==> config.mk <==
export PLATFORM = sky130hd
export DESIGN_NAME = fc_wr_ctrl_flat
export DESIGN_NICKNAME = d
export VERILOG_FILES = /design/src/rtl/fc_pkg.sv /design/src/rtl/fc_wr_ctrl_if.sv /design/src/rtl/fc_wr_ctrl.sv /design/src/flat_wrapper.sv
export SDC_FILE = /design/constraint.sdc
export NUM_CORES = 1
export LEC_CHECK = 0
export CAP_MARGIN = 20
export CORE_ASPECT_RATIO = 0.75
export CORE_UTILIZATION = 35
export DETAILED_ROUTE_END_ITERATION = 16
export SYNTH_ARGS = -nofsm -noshare
export SYNTH_HDL_FRONTEND = slang
export SYNTH_SLANG_ARGS = --single-unit
export TNS_END_PERCENT = 50
==> constraint.sdc <==
create_clock -name clk -period 4.49 [get_ports clk]
set_input_delay 0.898 -clock clk [delete_from_list [all_inputs] [get_ports clk]]
set_output_delay 0.898 -clock clk [all_outputs]
set_load 0.03 [all_outputs]
==> src/rtl/fc_pkg.sv <==
// Shared types and constants for the FC write-back path.
package fc_pkg;
    typedef enum logic [2:0] {
        S_IDLE,
        S_ADDR_RQ,
        S_AW,
        S_W,
        S_B,
        S_DONE
    } fc_wr_state_e;

    localparam int              BURST_LEN = 16;
    localparam int              ADDR_W    = 28;
    localparam int              ID_W      = 4;
    localparam logic [ID_W-1:0] FC_ARID   = 4'b0101;
    localparam logic [ID_W-1:0] FC_AWID   = 4'b1010;

    // awlen for the next burst: min(BURST_LEN, remaining) - 1
    function automatic logic [3:0] burst_m1(input int remaining);
        return (remaining >= BURST_LEN) ? 4'(BURST_LEN - 1) : 4'(remaining - 1);
    endfunction
endpackage

==> src/rtl/fc_wr_ctrl_if.sv <==
// Write-channel bus (address, data, response) between the write-back stage and the memory bus.
interface fc_wr_ctrl_if;
    import fc_pkg::*;

    logic              awvalid;
    logic [ID_W-1:0]   awuserid;
    logic [3:0]        awlen;
    logic [ADDR_W-1:0] awaddr;
    logic              awready;
    logic              wvalid;
    logic [31:0]       wdata;
    logic              wlast;
    logic              wready;
    logic              bvalid;
    logic [ID_W-1:0]   bid;
    logic              bready;

    modport master (
        output awvalid, awuserid, awlen, awaddr, input awready,
        output wvalid, wdata, wlast, input wready,
        input bvalid, bid, output bready
    );

    modport slave (
        input awvalid, awuserid, awlen, awaddr, output awready,
        input wvalid, wdata, wlast, output wready,
        output bvalid, bid, input bready
    );
endinterface

==> src/rtl/fc_wr_ctrl.sv <==
// Buffers one FC result tile and writes it to the bus in bursts of up to
// BURST_LEN beats starting at a base address supplied by fc_ctrl.
module fc_wr_ctrl
    import fc_pkg::*;
#(
    parameter int              batch_size = 1,
    parameter int              bias_size  = 1,
    parameter int              word_len   = 32,
    parameter logic [ID_W-1:0] AWID       = FC_AWID
) (
    input  logic                                    clk,
    input  logic                                    rst,
    input  logic [batch_size-1:0][bias_size-1:0][31:0] FcNwc_result,
    input  logic                                    FcNwc_result_valid,
    output logic                                    NwcFc_result_ready,
    fc_wr_ctrl_if.master                            bus,
    input  logic [ADDR_W-1:0]                       NcNwc_initAddr,
    input  logic                                    NcNwc_initAddrEn,
    output logic                                    NwcNc_initAddrRq,
    output logic                                    NwcNc_wr_end
);
    localparam int RESULT_SIZE = batch_size * bias_size;
    localparam int CW          = $clog2(RESULT_SIZE + 1);
    localparam int STRIDE      = 32 / word_len;

    fc_wr_state_e                 state_q, state_d;
    logic [RESULT_SIZE-1:0][31:0] buf_q;
    logic [CW-1:0]                idx_q, idx_d, beat_q, beat_d, rem_q, rem_d;
    logic [ADDR_W-1:0]            addr_q, addr_d;
    logic [3:0]                   awlen_q, awlen_d;
    logic [31:0]                  wdata_q, wdata_d;
    logic ready_q, ready_d, rq_q, rq_d, awvalid_q, awvalid_d;
    logic wvalid_q, wvalid_d, wlast_q, wlast_d, bready_q, bready_d;
    logic wr_end_q, wr_end_d, cap;

    // Mux by comparison so the counter width need not match the buffer index width.
    function automatic logic [31:0] word_at(input logic [RESULT_SIZE-1:0][31:0] tile,
                                            input logic [CW-1:0] i);
        logic [31:0] w;
        w = '0;
        for (int j = 0; j < RESULT_SIZE; j++)
            if (CW'(j) == i) w = tile[j];
        return w;
    endfunction

    always_comb begin
        state_d   = state_q;
        ready_d   = ready_q;
        rq_d      = rq_q;
        awvalid_d = awvalid_q;
        awlen_d   = awlen_q;
        wvalid_d  = wvalid_q;
        wdata_d   = wdata_q;
        wlast_d   = wlast_q;
        bready_d  = bready_q;
        wr_end_d  = 1'b0;
        addr_d    = addr_q;
        idx_d     = idx_q;
        beat_d    = beat_q;
        rem_d     = rem_q;
        cap       = 1'b0;
        case (state_q)
            S_IDLE: begin
                ready_d = 1'b1;
                if (FcNwc_result_valid && ready_q) begin
                    cap     = 1'b1;
                    ready_d = 1'b0;
                    rq_d    = 1'b1;
                    rem_d   = CW'(RESULT_SIZE);
                    idx_d   = '0;
                    state_d = S_ADDR_RQ;
                end
            end
            S_ADDR_RQ: begin
                if (NcNwc_initAddrEn) begin
                    addr_d    = NcNwc_initAddr;
                    rq_d      = 1'b0;
                    awvalid_d = 1'b1;
                    awlen_d   = burst_m1(int'(rem_q));
                    state_d   = S_AW;
                end
            end
            S_AW: begin
                if (bus.awready) begin
                    awvalid_d = 1'b0;
                    wvalid_d  = 1'b1;
                    wdata_d   = word_at(buf_q, idx_q);
                    wlast_d   = (awlen_q == 4'd0);
                    beat_d    = '0;
                    state_d   = S_W;
                end
            end
            S_W: begin
                if (bus.wready) begin
                    idx_d = idx_q + 1'b1;
                    if (int'(beat_q) == int'(awlen_q)) begin
                        wvalid_d = 1'b0;
                        wlast_d  = 1'b0;
                        wdata_d  = '0;
                        bready_d = 1'b1;
                        rem_d    = rem_q - CW'(int'(awlen_q) + 1);
                        state_d  = S_B;
                    end else begin
                        beat_d  = beat_q + 1'b1;
                        wdata_d = word_at(buf_q, idx_d);
                        wlast_d = (int'(beat_q) + 1 == int'(awlen_q));
                    end
                end
            end
            S_B: begin
                // Responses for other ids belong to other masters; keep waiting.
                if (bus.bvalid && bus.bid == AWID) begin
                    bready_d = 1'b0;
                    addr_d   = addr_q + ADDR_W'((int'(awlen_q) + 1) * STRIDE);
                    if (rem_q == '0) begin
                        wr_end_d = 1'b1;
                        state_d  = S_DONE;
                    end else begin
                        awvalid_d = 1'b1;
                        awlen_d   = burst_m1(int'(rem_q));
                        state_d   = S_AW;
                    end
                end
            end
            S_DONE: begin
                ready_d = 1'b1;
                state_d = S_IDLE;
            end
            default: state_d = S_IDLE;
        endcase
    end

    always_ff @(posedge clk or posedge rst) begin
        if (rst) begin
            state_q   <= S_IDLE;
            buf_q     <= '0;
            idx_q     <= '0;
            beat_q    <= '0;
            rem_q     <= '0;
            addr_q    <= '0;
            awlen_q   <= '0;
            wdata_q   <= '0;
            ready_q   <= 1'b0;
            rq_q      <= 1'b0;
            awvalid_q <= 1'b0;
            wvalid_q  <= 1'b0;
            wlast_q   <= 1'b0;
            bready_q  <= 1'b0;
            wr_end_q  <= 1'b0;
        end else begin
            state_q   <= state_d;
            if (cap) buf_q <= FcNwc_result;
            idx_q     <= idx_d;
            beat_q    <= beat_d;
            rem_q     <= rem_d;
            addr_q    <= addr_d;
            awlen_q   <= awlen_d;
            wdata_q   <= wdata_d;
            ready_q   <= ready_d;
            rq_q      <= rq_d;
            awvalid_q <= awvalid_d;
            wvalid_q  <= wvalid_d;
            wlast_q   <= wlast_d;
            bready_q  <= bready_d;
            wr_end_q  <= wr_end_d;
        end
    end

    assign NwcFc_result_ready = ready_q;
    assign NwcNc_initAddrRq   = rq_q;
    assign NwcNc_wr_end       = wr_end_q;
    assign bus.awvalid        = awvalid_q;
    assign bus.awuserid       = awvalid_q ? AWID : '0;
    assign bus.awlen          = awlen_q;
    assign bus.awaddr         = addr_q;
    assign bus.wvalid         = wvalid_q;
    assign bus.wdata          = wdata_q;
    assign bus.wlast          = wlast_q;
    assign bus.bready         = bready_q;
endmodule

==> src/flat_wrapper.sv <==
// flat-port wrapper written by rule: the top's interface ports become plain ports
module fc_wr_ctrl_flat import fc_pkg::*;
#(
    parameter int              batch_size = 1,
    parameter int              bias_size  = 1,
    parameter int              word_len   = 32,
    parameter logic [ID_W-1:0] AWID       = FC_AWID
)
  (clk, rst, FcNwc_result, FcNwc_result_valid, NwcFc_result_ready, NcNwc_initAddr, NcNwc_initAddrEn, NwcNc_initAddrRq, NwcNc_wr_end, bus_awvalid, bus_awuserid, bus_awlen, bus_awaddr, bus_awready, bus_wvalid, bus_wdata, bus_wlast, bus_wready, bus_bvalid, bus_bid, bus_bready);
  fc_wr_ctrl_if bus_i ();
  input  logic clk;
  input  logic rst;
  input  logic [batch_size-1:0][bias_size-1:0][31:0] FcNwc_result;
  input  logic FcNwc_result_valid;
  output logic NwcFc_result_ready;
  input  logic [ADDR_W-1:0] NcNwc_initAddr;
  input  logic NcNwc_initAddrEn;
  output logic NwcNc_initAddrRq;
  output logic NwcNc_wr_end;
  output wire logic [$bits(bus_i.awvalid)-1:0] bus_awvalid;
  output wire logic [$bits(bus_i.awuserid)-1:0] bus_awuserid;
  output wire logic [$bits(bus_i.awlen)-1:0] bus_awlen;
  output wire logic [$bits(bus_i.awaddr)-1:0] bus_awaddr;
  input wire logic [$bits(bus_i.awready)-1:0] bus_awready;
  output wire logic [$bits(bus_i.wvalid)-1:0] bus_wvalid;
  output wire logic [$bits(bus_i.wdata)-1:0] bus_wdata;
  output wire logic [$bits(bus_i.wlast)-1:0] bus_wlast;
  input wire logic [$bits(bus_i.wready)-1:0] bus_wready;
  input wire logic [$bits(bus_i.bvalid)-1:0] bus_bvalid;
  input wire logic [$bits(bus_i.bid)-1:0] bus_bid;
  output wire logic [$bits(bus_i.bready)-1:0] bus_bready;
  assign bus_awvalid = bus_i.awvalid;
  assign bus_awuserid = bus_i.awuserid;
  assign bus_awlen = bus_i.awlen;
  assign bus_awaddr = bus_i.awaddr;
  assign bus_i.awready = bus_awready;
  assign bus_wvalid = bus_i.wvalid;
  assign bus_wdata = bus_i.wdata;
  assign bus_wlast = bus_i.wlast;
  assign bus_i.wready = bus_wready;
  assign bus_i.bvalid = bus_bvalid;
  assign bus_i.bid = bus_bid;
  assign bus_bready = bus_i.bready;
  fc_wr_ctrl #(.batch_size(batch_size), .bias_size(bias_size), .word_len(word_len), .AWID(AWID)) u_core (.clk(clk), .rst(rst), .FcNwc_result(FcNwc_result), .FcNwc_result_valid(FcNwc_result_valid), .NwcFc_result_ready(NwcFc_result_ready), .bus(bus_i), .NcNwc_initAddr(NcNwc_initAddr), .NcNwc_initAddrEn(NcNwc_initAddrEn), .NwcNc_initAddrRq(NwcNc_initAddrRq), .NwcNc_wr_end(NwcNc_wr_end));
endmodule
==> out/results.ini, run 1 <==
[logic_synthesis]
yosysUniqueCellTypes = 61
yosysTopAreaCell = dfrtp_1
synth_area_leaders = dfrtp_1 54%, mux2_2 6.1%, a22o_1 5.7%, a21oi_1 2.6%, nand2_1 2.3%
ys_async_sr_fraction = 1.00
synthTopCellsByCount = 106 x dfrtp_1, 32 x a22o_1, 31 x nand2_1, 27 x mux2_2, 26 x a21oi_1
synth-edff-count = 0
synth_ff_type = dfrtp_1
postSynthCellCount = 447
syn_area_per_cell_um2 = 11.1
yosys_warnings = 0
syn_area_um2 = 4950
ys_seq_area_frac = 0.535
ys_ff_latch = 106
synth_top_area_share = 0.535
yosysMostFrequentCell = dfrtp_1

[setup_path]
crit_path_start_kind = register
cp_max_fo = 17
critPathRequiredTime_ps = 4750
critical_path_class = register to register
endpoint_kind = register
worstPathArrival_ps = 3220

[placed_design]
hpwl_mm = 9.53
gp_congestion = 0.905
place_area_um2 = 6480
port_buffers = 143

[hold_path]
hp-class = register to register

[power_and_ir_drop]
intPower_mw = 2.87
p_clk_frac = 0.162
p_comb_frac = 0.473
p_per_area_nw_per_um2 = 737
switching_share = 0.425
p_leak_nw = 2.76
irDropWorstVdd_uv = 271
p_switching_mw = 2.12
seq_power_share = 0.365

[final_layout]
syn_to_final_growth_pct = 36.9
nNetsFinal = 648
final_area_um2 = 6780
seq_area_um2 = 2650
multi_input_area_um2 = 2100
drive_gt1_frac = 0.104
diodes = 0
n_fill_cell = 1249

[routing]
drc = 0
route.antenna.remaining_nets = 0
wl_per_cell_um = 18.1
routed_wl_mm = 13.6
first_pass_iters = 7
drtIter0Drc = 397
vias = 4192
viasPerCell = 5.56

[sta]
setup_viol = 0
worst-slew-pin-transition_ps = 945
max_freq_mhz = 338
min_period_over_period = 0.659
slew_headroom = 0.370
rsz0062_at_grt = false
fin_crit_ps = 2960
tns_ps = 0
finalHoldViolCount = 0
whs_ps = 486
final_max_slew_viol_count = 0
clock_skew_ps = 8.08

[floorplanning]
fp.dieW_um = 139
core_um2 = 13700
die-area_um2 = 14600
row_count = 37
fp.dieH_um = 105
start_util = 0.360
ios = 146

[outcome]
run_status = completed

[grt]
grt_pass1_wl_mm = 21.9
track_usage = 0.189
overflow = 0
grt_start_max_net_pins = 76
first_global_vias = 4059
antenna_found_initial = 0

[clocking]
cts_tree = yes
clk_pin_slew_ps = 70
cts_buffers = 9
cts.htree.levels = 3
cts_setup_buffers = 0
cts.sinks = 106
cts_root_buf = clkbuf_16
ctsHoldBuffers = 0
worstSkewPairLatency_ps = 340
cts_resized = 0
cts_max_path_buffers = 2

[flow_run]
drv_cap = 0

==> routing by layer <==
metal	track usage	wire length (um)
met3	0.0426	848
met1	0.269	6360
met2	0.285	6280
met5	0	0
met4	0.0556	155
==> kinds of logic (layout without fill, tap and decap cells) <==
family | Yosys count | in the layout | synth area share
flops | 106 | 106 | 0.535
other cells | 1 | 2 | 0.000757
mux | 38 | 38 | 0.0851
xor+xnor | 2 | 2 | 0.00354
buf+inv | 41 | 172 | 0.0434
fa+ha+maj | 3 | 3 | 0.00758
simple gates | 129 | 129 | 0.141
compound gates | 127 | 127 | 0.183
==> path summary, 6_finish.rpt <==
check	from	to	slack [ps]	cells past startpoint
setup / recovery	u_core.state_q[0]	u_core.bus.awaddr[23]	1530	6
hold / removal	u_core.buf_q[3]	u_core.bus.wdata[3]	490	1
setup reg to reg	u_core.state_q[0]	u_core.bus.awaddr[23]	1530	6
hold reg to reg	u_core.buf_q[3]	u_core.bus.wdata[3]	490	1
max in group asynchronous	rst	u_core.buf_q[17]	2390	3
min in group asynchronous	rst	u_core.buf_q[6]	1130	2
==> sequential cells by signal, summed over array words and instances (netlist names), 3 cells and up <==
signal,cells
u_core.bus.awaddr,28
u_core.bus.wdata,32
u_core.buf_q,32
u_core.state_q,3
==> cell usage in the layout (no fill, tap or decap), types with 6 or more instances in the layout <==
cell type / netlist / layout
nor2_1: 23 / 23
a21oi_1: 26 / 26
dfrtp_1: 106 / 106
clkbuf_16: 0 / 9
mux2_1: 6 / 6
clkdlybuf4s50_1: 0 / 143
buf_4: 11 / 7
nor3_1: 11 / 11
nand3_1: 18 / 18
nand2_1: 31 / 31
o21ai_0: 13 / 13
o22ai_1: 14 / 14
nand4_1: 12 / 12
a22o_1: 32 / 32
mux2_2: 27 / 27
a31oi_1: 8 / 8
and3_1: 6 / 6
==> per-stage QoR <==
step                      std cells  power (mW)  setup slack [ps]   util
after floorplan                 448        3.31               803      -
after global placement          738        4.14              1440  0.471
after detailed placement        738        4.20              1400  0.471
after CTS                       754        5.02              1560  0.493
after global routing            754        5.29              1370  0.493
final                           754        5.00              1530  0.493
==> final cells by class <==
| class | instances | share of cell area |
|---|---|---|
| multi-input combinational | 301 | 0.309 |
| tap | 175 | 0.0323 |
| clock inverter | 6 | 0.0111 |
| sequential | 106 | 0.391 |
| inverter | 6 | 0.00369 |
| clock buffer | 10 | 0.0338 |
| timing repair buffer | 150 | 0.219 |
==> power by group through the flow <==
stage	Clock (mW)	Combinational, mW	Sequential [mW]
3_3_place_gp	0	2.33	1.81
4_1_cts	0.833	2.37	1.82
3_5_place_dp	0	2.37	1.83
5_1_grt	0.869	2.52	1.90
6_report	0.810	2.36	1.82
2_1_floorplan	0	1.14	2.16
==> critical path, cell delays in order (launching register included) <==
cell	delay (ps)
dfrtp_1	600
nor3b_4	740
buf_4	320
and3_1	430
nor2_2	170
or3_1	410
a211oi_2	210
Note: power is estimated with default switching activity, not from simulation.
==> run 2, diff against run 1 <==
clock period = 2.7 ns   (was 4.49 ns; I/O delays follow)
==> run 2 against run 1 <==
Compared with the run above:
- wire length is 6.2% higher
- final cell count up 2.0%
- worst hold slack improved by 2.7 ps
- power rose by 72%
- sequential cell count is the same
- first-iteration DRC count shrank 20%
- worst setup slack worse by 1200 ps
- via count rose by 2.0%
- critical endpoint is now u_core.bus.awaddr[18]
- highest routed layer unchanged
==> out/results.ini, run 2 (same netlist as run 1, synthesis figures left out) <==
[outcome]
run_status = completed

[clocking]
cts.htree.levels = 3
cts_max_path_buffers = 2
cts_resized = 0
cts_setup_buffers = 0
cts_root_buf = clkbuf_16
ctsHoldBuffers = 0
cts.sinks = 106
worstSkewPairLatency_ps = 340
cts_tree = yes
clk_pin_slew_ps = 80
cts_buffers = 9

[setup_path]
critPathRequiredTime_ps = 2970
slowest_stage = nor3_2
path_buf_inv = 1
crit_path_start_kind = register
r2r_cells = 8
crit_family = simple AND/OR/NAND/NOR gates
endpoint_kind = register
critPathCapture = u_core.bus.awaddr[18]
crit_path_max_incr_delay_ps = 560
worst-r2r-setup-slack_ps = 330
startpoint = u_core.bus.awlen[2]
cp_max_fo = 8
critical_path_class = register to register
r2r_start = u_core.bus.awlen[2]
worstPathArrival_ps = 2640
r2r-end = u_core.bus.awaddr[18]
critical_path_depth = 8
cp_cell_sequence = inv_1 > ha_1 > ha_1 > a41oi_1 > nor3_2 > and3_1 > a41oi_1 > a21oi_1

[sta]
fin_crit_ps = 2370
tns_ps = 0
max_freq_mhz = 422
finalHoldViolCount = 0
final_max_slew_viol_count = 0
setup_viol = 0
worst-slew-pin-transition_ps = 855
slew_headroom = 0.425
rsz0062_at_grt = false
min_period_over_period = 0.877
clock_skew_ps = 9.48

[power_and_ir_drop]
seq_power_share = 0.346
p_leak_nw = 2.87
irDropWorstVdd_uv = 406
total_power_mw = 8.57
p_clk_frac = 0.163
p_comb_frac = 0.490
intPower_mw = 4.92
switching_share = 0.426
p_switching_mw = 3.65
p_per_area_nw_per_um2 = 1230

[grt]
busiest_layer = met2
grt.met1_usage = 0.307
grt_start_max_net_pins = 44
met3_usage = 0.0371
first_global_vias = 4248
grt_pass1_wl_mm = 23.5
antenna_found_initial = 0
use_met2 = 0.308
overflow = 0
track_usage = 0.207

[routing]
routed_wl_mm = 14.5
first_pass_iters = 5
drtIter0Drc = 317
viasPerCell = 5.56
vias = 4274
drc = 0
route.antenna.remaining_nets = 0
wl_per_cell_um = 18.8

[floorplanning]
ios = 146
die-area_um2 = 14600
row_count = 37
start_util = 0.360
fp.dieW_um = 139
fp.dieH_um = 105
core_um2 = 13700

[hold_path]
hold_path_depth = 1
hp-class = register to register

[final_layout]
diodes = 0
final_common_cell = clkdlybuf4s50_1
nNetsFinal = 663
syn_to_final_growth_pct = 40.8
final_cell_mix = 143 x clkdlybuf4s50_1, 106 x dfrtp_1, 32 x a22o_1, 31 x nand2_1, 27 x mux2_2
drive_gt1_frac = 0.128

[placed_design]
gp_congestion = 0.904
hpwl_mm = 10.5
port_buffers = 143

[flow_run]
drv_cap = 0

[run 2: changes by cell type in the layout (fill, tap and decap cells not counted)]
cell / change
inv_6: +3
buf_12: +5
inv_8: -2
buf_4: +10
clkinvlp_4: -2
clkinv_8: +2
clkinv_4: +1
clkbuf_1: -1
inv_4: -1
[run 2: routing by layer]
| layer | vias up | share of wire |
|---|---|---|
| li1 | 1963 | - |
| met1 | 2141 | 0.48 |
| met2 | 153 | 0.45 |
| met3 | 17 | 0.055 |
| met4 | 0 | 0.013 |
| met5 | - | 0 |
[run 2: power groups by stage]
| stage | Clock, mW | Combinational [mW] | Sequential [mW] |
|---|---|---|---|
| after floorplan | 0 | 1.90 | 3.60 |
| after global placement | 0 | 4.15 | 2.94 |
| after detailed placement | 0 | 4.21 | 2.97 |
| after CTS | 1.43 | 4.22 | 2.95 |
| after global routing | 1.50 | 4.50 | 3.08 |
| final | 1.40 | 4.20 | 2.97 |
[run 2: worst min path at each step]
stage	startpoint	end	slack [ps]
2_1_floorplan	u_core.buf_q[14]	u_core.bus.wdata[14]	460
3_3_place_gp	u_core.buf_q[2]	u_core.bus.wdata[2]	470
3_5_place_dp	u_core.NwcNc_initAddrRq	u_core.NwcNc_initAddrRq	470
4_1_cts	u_core.buf_q[26]	u_core.bus.wdata[26]	490
5_1_grt	u_core.buf_q[3]	u_core.buf_q[3]	510
6_report	u_core.buf_q[2]	u_core.buf_q[2]	490
[run 2: through the flow]
stage	instances	area, um2	util	setup WS (ps)	hold slack (ps)
global placement	753	6650	0.484	254	466
CTS	769	6980	0.507	371	492
global route	769	6980	0.507	165	510
detailed placement	753	6650	0.484	254	473
floorplan	448	4960	-	545	459
finish	769	6980	0.507	331	489
[run 2: layout make-up]
cell class	instances	area (um2)
clock buffers	9	225
multi-input cells	301	2100
repair buffers	165	1660
well taps	175	219
clock inverters	7	97.6
fillers	1253	6770
inverters	6	26.3
flip-flops and latches	106	2650
[run 2: worst register-to-register path, stage by stage, from the launching register on]
cell and delay [ps]:
dfrtp_1 400, inv_1 80, ha_1 210, ha_1 250, a41oi_1 230, nor3_2 560
and3_1 270, a41oi_1 130, a21oi_1 160
